`config.mk`:
```
export PLATFORM = sky130hd
export DESIGN_NAME = player_input_unit
export DESIGN_NICKNAME = d
export VERILOG_FILES = /design/src/rtl/player_input_unit.sv
export SDC_FILE = /design/constraint.sdc
export NUM_CORES = 1
export LEC_CHECK = 0
export CAP_MARGIN = 20
export CELL_PAD_IN_SITES_DETAIL_PLACEMENT = 2
export CELL_PAD_IN_SITES_GLOBAL_PLACEMENT = 2
export CORE_ASPECT_RATIO = 0.8
export CORE_UTILIZATION = 33
export CTS_BUF_LIST = sky130_fd_sc_hd__clkbuf_8
export DETAILED_ROUTE_END_ITERATION = 10
export GPL_TIMING_DRIVEN = 0
export PLACE_DENSITY = 0.89
export SYNTH_ARGS = -nofsm -noshare
export SYNTH_HDL_FRONTEND = slang
export SYNTH_SLANG_ARGS = --single-unit
```
`constraint.sdc`:
```
create_clock -name clock -period 2.18 [get_ports clock]
set_input_delay 0.436 -clock clock [delete_from_list [all_inputs] [get_ports clock]]
set_output_delay 0.436 -clock clock [all_outputs]
set_load 0.01 [all_outputs]
```
`src/rtl/player_input_unit.sv`:
```
// Player input unit: synchronizes and debounces four tile keys and start,
// emits one pulse per accepted tile press, and scores presses against seq.
// Ports: clock, resetn; key_n[3:0], start_n raw buttons (active-low);
//   playerEN, checkEN, ld_current_score, ld_best_score controller strobes;
//   seq[17:0], sequence_counter[3:0] expected tile source;
//   player_input pulse, player_start level, check result, guessed_tile,
//   current_score, best_score.
module player_input_unit #(
  parameter int DEBOUNCE = 250000
) (
  input  logic        clock,
  input  logic        resetn,
  input  logic [3:0]  key_n,
  input  logic        start_n,
  input  logic        playerEN,
  input  logic        checkEN,
  input  logic        ld_current_score,
  input  logic        ld_best_score,
  input  logic [17:0] seq,
  input  logic [3:0]  sequence_counter,
  output logic        player_input,
  output logic        player_start,
  output logic        check,
  output logic [1:0]  guessed_tile,
  output logic [4:0]  current_score,
  output logic [4:0]  best_score
);

  localparam int CW = (DEBOUNCE > 1) ? $clog2(DEBOUNCE) : 1;
  localparam logic [CW-1:0] CMAX = CW'(DEBOUNCE - 1);

  localparam logic [1:0] S_IDLE     = 2'd0;
  localparam logic [1:0] S_DEBOUNCE = 2'd1;
  localparam logic [1:0] S_PRESSED  = 2'd2;
  localparam logic [1:0] S_RELEASE  = 2'd3;

  logic [4:0]    sync1;
  logic [4:0]    sync2;
  logic [3:0]    keys;
  logic          start_s;
  logic          all_high;
  logic [1:0]    low_idx;
  logic [1:0]    state;
  logic [1:0]    cand;
  logic [CW-1:0] cnt;
  logic [CW-1:0] scnt;
  logic          armed;
  logic [4:0]    score;
  logic [4:0]    idx;
  logic [31:0]   seq_ext;
  logic [1:0]    expected;
  logic          correct;

  always_ff @(posedge clock or negedge resetn) begin
    if (!resetn) begin
      sync1 <= '1;
      sync2 <= '1;
    end else begin
      sync1 <= {start_n, key_n};
      sync2 <= sync1;
    end
  end

  assign keys     = sync2[3:0];
  assign start_s  = sync2[4];
  assign all_high = &keys;

  always_comb begin
    low_idx = 2'd3;
    if (!keys[0])      low_idx = 2'd0;
    else if (!keys[1]) low_idx = 2'd1;
    else if (!keys[2]) low_idx = 2'd2;
  end

  // After reset the unit is disarmed until the keys have been seen high
  // for a full debounce window, so a key held across reset cannot pulse.
  // The reset value of the synchronizers only spans two samples, which
  // is shorter than any sensible window (DEBOUNCE >= 3).
  always_ff @(posedge clock or negedge resetn) begin
    if (!resetn) begin
      state        <= S_IDLE;
      cand         <= 2'd0;
      cnt          <= '0;
      armed        <= 1'b0;
      guessed_tile <= 2'd0;
      player_input <= 1'b0;
    end else begin
      player_input <= 1'b0;
      case (state)
        S_IDLE: begin
          if (!armed) begin
            if (!all_high) begin
              cnt <= '0;
            end else if (cnt == CMAX) begin
              cnt   <= '0;
              armed <= 1'b1;
            end else begin
              cnt <= cnt + CW'(1);
            end
          end else if (!all_high) begin
            cand  <= low_idx;
            cnt   <= '0;
            state <= S_DEBOUNCE;
          end
        end
        S_DEBOUNCE: begin
          if (keys[cand]) begin
            state <= S_IDLE;
          end else if (cnt == CMAX) begin
            cnt <= '0;
            if (playerEN) begin
              guessed_tile <= cand;
              player_input <= 1'b1;
              state        <= S_PRESSED;
            end else begin
              state <= S_RELEASE;
            end
          end else begin
            cnt <= cnt + CW'(1);
          end
        end
        S_PRESSED: begin
          cnt   <= '0;
          state <= S_RELEASE;
        end
        default: begin
          if (!all_high) begin
            cnt <= '0;
          end else if (cnt == CMAX) begin
            cnt   <= '0;
            state <= S_IDLE;
          end else begin
            cnt <= cnt + CW'(1);
          end
        end
      endcase
    end
  end

  always_ff @(posedge clock or negedge resetn) begin
    if (!resetn) begin
      scnt         <= '0;
      player_start <= 1'b0;
    end else if (~start_s == player_start) begin
      scnt <= '0;
    end else if (scnt == CMAX) begin
      scnt         <= '0;
      player_start <= ~start_s;
    end else begin
      scnt <= scnt + CW'(1);
    end
  end

  // Zero-extended so out-of-range counters index harmlessly.
  assign idx      = {sequence_counter, 1'b0};
  assign seq_ext  = {14'd0, seq};
  assign expected = {seq_ext[idx], seq_ext[idx + 5'd1]};
  assign correct  = (sequence_counter <= 4'd8) &&
                    (guessed_tile == expected);

  always_ff @(posedge clock or negedge resetn) begin
    if (!resetn) begin
      check         <= 1'b0;
      score         <= 5'd0;
      current_score <= 5'd0;
      best_score    <= 5'd0;
    end else begin
      if (checkEN) begin
        check <= correct;
        if (!correct)            score <= 5'd0;
        else if (score != 5'd31) score <= score + 5'd1;
      end
      if (ld_current_score) current_score <= score;
      if (ld_best_score && (score > best_score)) best_score <= score;
    end
  end

endmodule

```
==> flow_summary.toml <==
[logic_synthesis]
ys_seq_area_frac = 0.4997
yosys.area.top_type = "dfrtp_1"
yosys.cell_types.count = 51
synth_top_area_frac = 0.4263
synth.area.top_cells = "dfrtp_1 43%, dfstp_2 7.3%, xor2_1 5.1%, nor2_1 4.5%, ha_1 3.1%"
synthTopCellsByCount = "61 x dfrtp_1, 43 x nor2_1, 27 x nand2_1"
syn_area_per_cell_um2 = 10.47
synthCells = 342
async_flop_share = 1.000
synth_ff_type = "dfrtp_1"
synth_most_common_cell = "dfrtp_1"
synthesis.area_um2 = 3581
synth-edff-count = 0
ys_ff_latch = 71
ys_warn_count = 0
synth_nets = 384

[setup_path]
critPathLaunchType = "register"
rr_startpoint = "cnt[1]"
reg2reg_depth = 8
path_cells = "ha_2, and3_4, buf_6, nand2_1, nor3_4, nand2_2, nor4b_4, mux2_4"
path_max_fanout = 4
worstSetupEndpointType = "register"
critPathKind = "reg2reg"
critPathSlowestCell = "dfrtp_1"
r2r_end = "guessed_tile[1]"
worstPathArrival_ps = 2410
reg2reg_slack_ps = 20
max_stage_delay_ps = 380
critPathRequiredTime_ps = 2430

[sta]
finalClockSkew_ps = 7.887
setup_violations = 0
hold_viol_final = 0
worst_pin_slew_ps = 536.8
slew-limit-headroom = 0.6421
fmax_mhz = 462.0
slew_viol_final = 0
fin_crit_ps = 2164
period_share = 0.9928

[cells_and_area]
final_core_util = 0.4432
syn2layout_area_growth_pct = 28.79
fin_nets = 454
fill_cells = 1086
diodes = 0
fin_area_um2 = 4612
drive_above_1_share = 0.1799

[clocking]
path_clk_slew_ps = 80
htree_levels = 3
cts.sinks = 71
clk_latency_ps = 360
cts_buffers = 9
cts_tree = "yes"
clockBufferDepth = 2
cts-hold-fix-buffers = 0
clockRootBuffer = "clkbuf_8"

[power_and_ir_drop]
ir_drop_uv = 257.0
p_leak_nw = 2.074
pwr_density_cell_nw_per_um2 = 604.1

[run_status]
run_status = "finished, final reports clean"

[min_path]
worst_hold_path_type = "in2async"

[die]
ios = 48
start_util = 0.3442
die_h_um = 95.17
core-area_um2 = 10410
dieWidth_um = 118.5
core.rowCount = 33
dieArea_um2 = 11270

[placed_design]
place_area_um2 = 4222
hpwl_mm = 7.086
gp_congestion = 0.7286
io_buffers = 44

[grt]
gr-usage-all-layers = 0.1925
grt_overflow_total = 0
antenna_found_initial = 0
grt_start_max_net_pins = 72
grt_pass1_wl_mm = 16.68
grt_pass1_vias = 3316

[drt]
antenna_left = 0
routed_wirelength_mm = 10.66
drc = 0
wl_per_cell_um = 19.14
vias_per_cell = 5.178
vias = 2884
drt_first_pass_iters = 4
drt_iter0_drc = 95

[flow_run]
cap_violations = 0
## flip-flops by register name, indices dropped and copies added (netlist names)
| register | count |
|---|---|
| cnt | 18 |
| scnt | 18 |
| best_score | 5 |
| current_score | 5 |
| score | 5 |
| sync1 | 5 |
| sync2 | 5 |
| cand | 2 |
| guessed_tile | 2 |
| state | 2 |
| armed | 1 |
| check | 1 |
| player_input | 1 |
| player_start | 1 |
## logic make-up (layout without fill, tap and decap cells)
family | after synthesis | after routing | share of synthesized area
simple gates | 146 | 146 | 0.2187
flops | 71 | 71 | 0.4996
compound gates | 40 | 40 | 0.07128
xor+xnor | 28 | 28 | 0.06848
mux | 24 | 24 | 0.07862
buf+inv | 24 | 99 | 0.03180
fa+ha+maj | 9 | 9 | 0.03145
## critical path, delay by kind of cell, from the launching register on
| family | cells | cell delay [ps] |
|---|---|---|
| AND/OR/NAND/NOR | 5 | 1020 |
| flip-flops | 1 | 380 |
| buffers and inverters | 1 | 100 |
| adder cells (fa/ha/maj) | 1 | 200 |
| multiplexers | 1 | 340 |
## cell usage in the layout (no fill, tap or decap), types with 4 or more instances in the layout
cell type and count:
a21oi_1 6, a22o_1 4, and3_1 10, buf_4 16, buf_6 4, clkbuf_8 9, clkdlybuf4s50_1 39, dfrtp_1 61
dfstp_2 10, dlymetal6s2s_1 4, ha_1 8, inv_1 16, mux2_1 5, mux2_2 5, mux2i_1 9, nand2_1 26
nand3_1 20, nand4_1 10, nor2_1 41, nor2b_1 5, o21ai_0 4, o21ai_1 13, or2_1 4, xnor2_1 7
xor2_1 21
## power by group
group	total [mW]	switching, mW	internal [mW]
combinational	0.378	0.192	0.187
clock	1.02	0.504	0.512
sequential	1.39	0.0319	1.36
## final cells by class
class                           instances  area (µm²)  share of cell area
Sequential cell                        71        1789              0.3880
Multi-Input combinational cell        247        1753              0.3801
Timing Repair Buffer                   60       588.1              0.1275
Tap cell                              140       175.2             0.03798
Clock buffer                            9       123.9             0.02686
Buffer                                 10       75.07             0.01628
Clock inverter                          7       58.81             0.01275
Inverter                               13       48.80             0.01058
## metal layers
metal  routed length, µm  vias to the layer above  global-route usage
met5                   0                        -                   0
met4                 216                        0             0.06329
met3                 338                       19             0.05622
met2                5602                       36              0.3588
met1                4505                     1501              0.2128
li1                    -                     1328                   -
## worst max-delay path by stage
| stage | start | to | slack, ps | cells after the start |
|---|---|---|---|---|
| 6_report | cnt[1] | guessed_tile[1] | 20 | 8 |
| 3_5_place_dp | seq[14] | score[0] | -340 | 8 |
| 2_1_floorplan | cnt[0] | guessed_tile[0] | 110 | 8 |
| 5_1_grt | cnt[1] | guessed_tile[1] | -70 | 8 |
| 4_1_cts | cnt[1] | guessed_tile[0] | -7 | 8 |
| 3_3_place_gp | resetn | best_score[0] | -1810 | 1 |
## metrics by stage
step	total power [mW]	setup TNS (ps)	hold slack, ps	worst slack [ps]	instances
CTS	2.802	-8.391	93.01	-7.450	547
floorplan	1.586	0	140.4	113.5	342
global placement	1.737	-122180	347.9	-1806	526
detailed placement	1.768	-5554	347.3	-337.1	527
global route	2.910	-483.9	87.85	-74.72	557
finish	2.786	0	74.16	15.73	557
## what timing repair did
| item | in CTS | in global routing |
|---|---|---|
| setup buffers | 4 | 11 |
| gates resized for setup | 8 | 17 |
| pin swaps | 4 | 8 |
| endpoints found under the setup margin | 29 | 29 |
No activity file was read; power rests on OpenSTA's default activity.
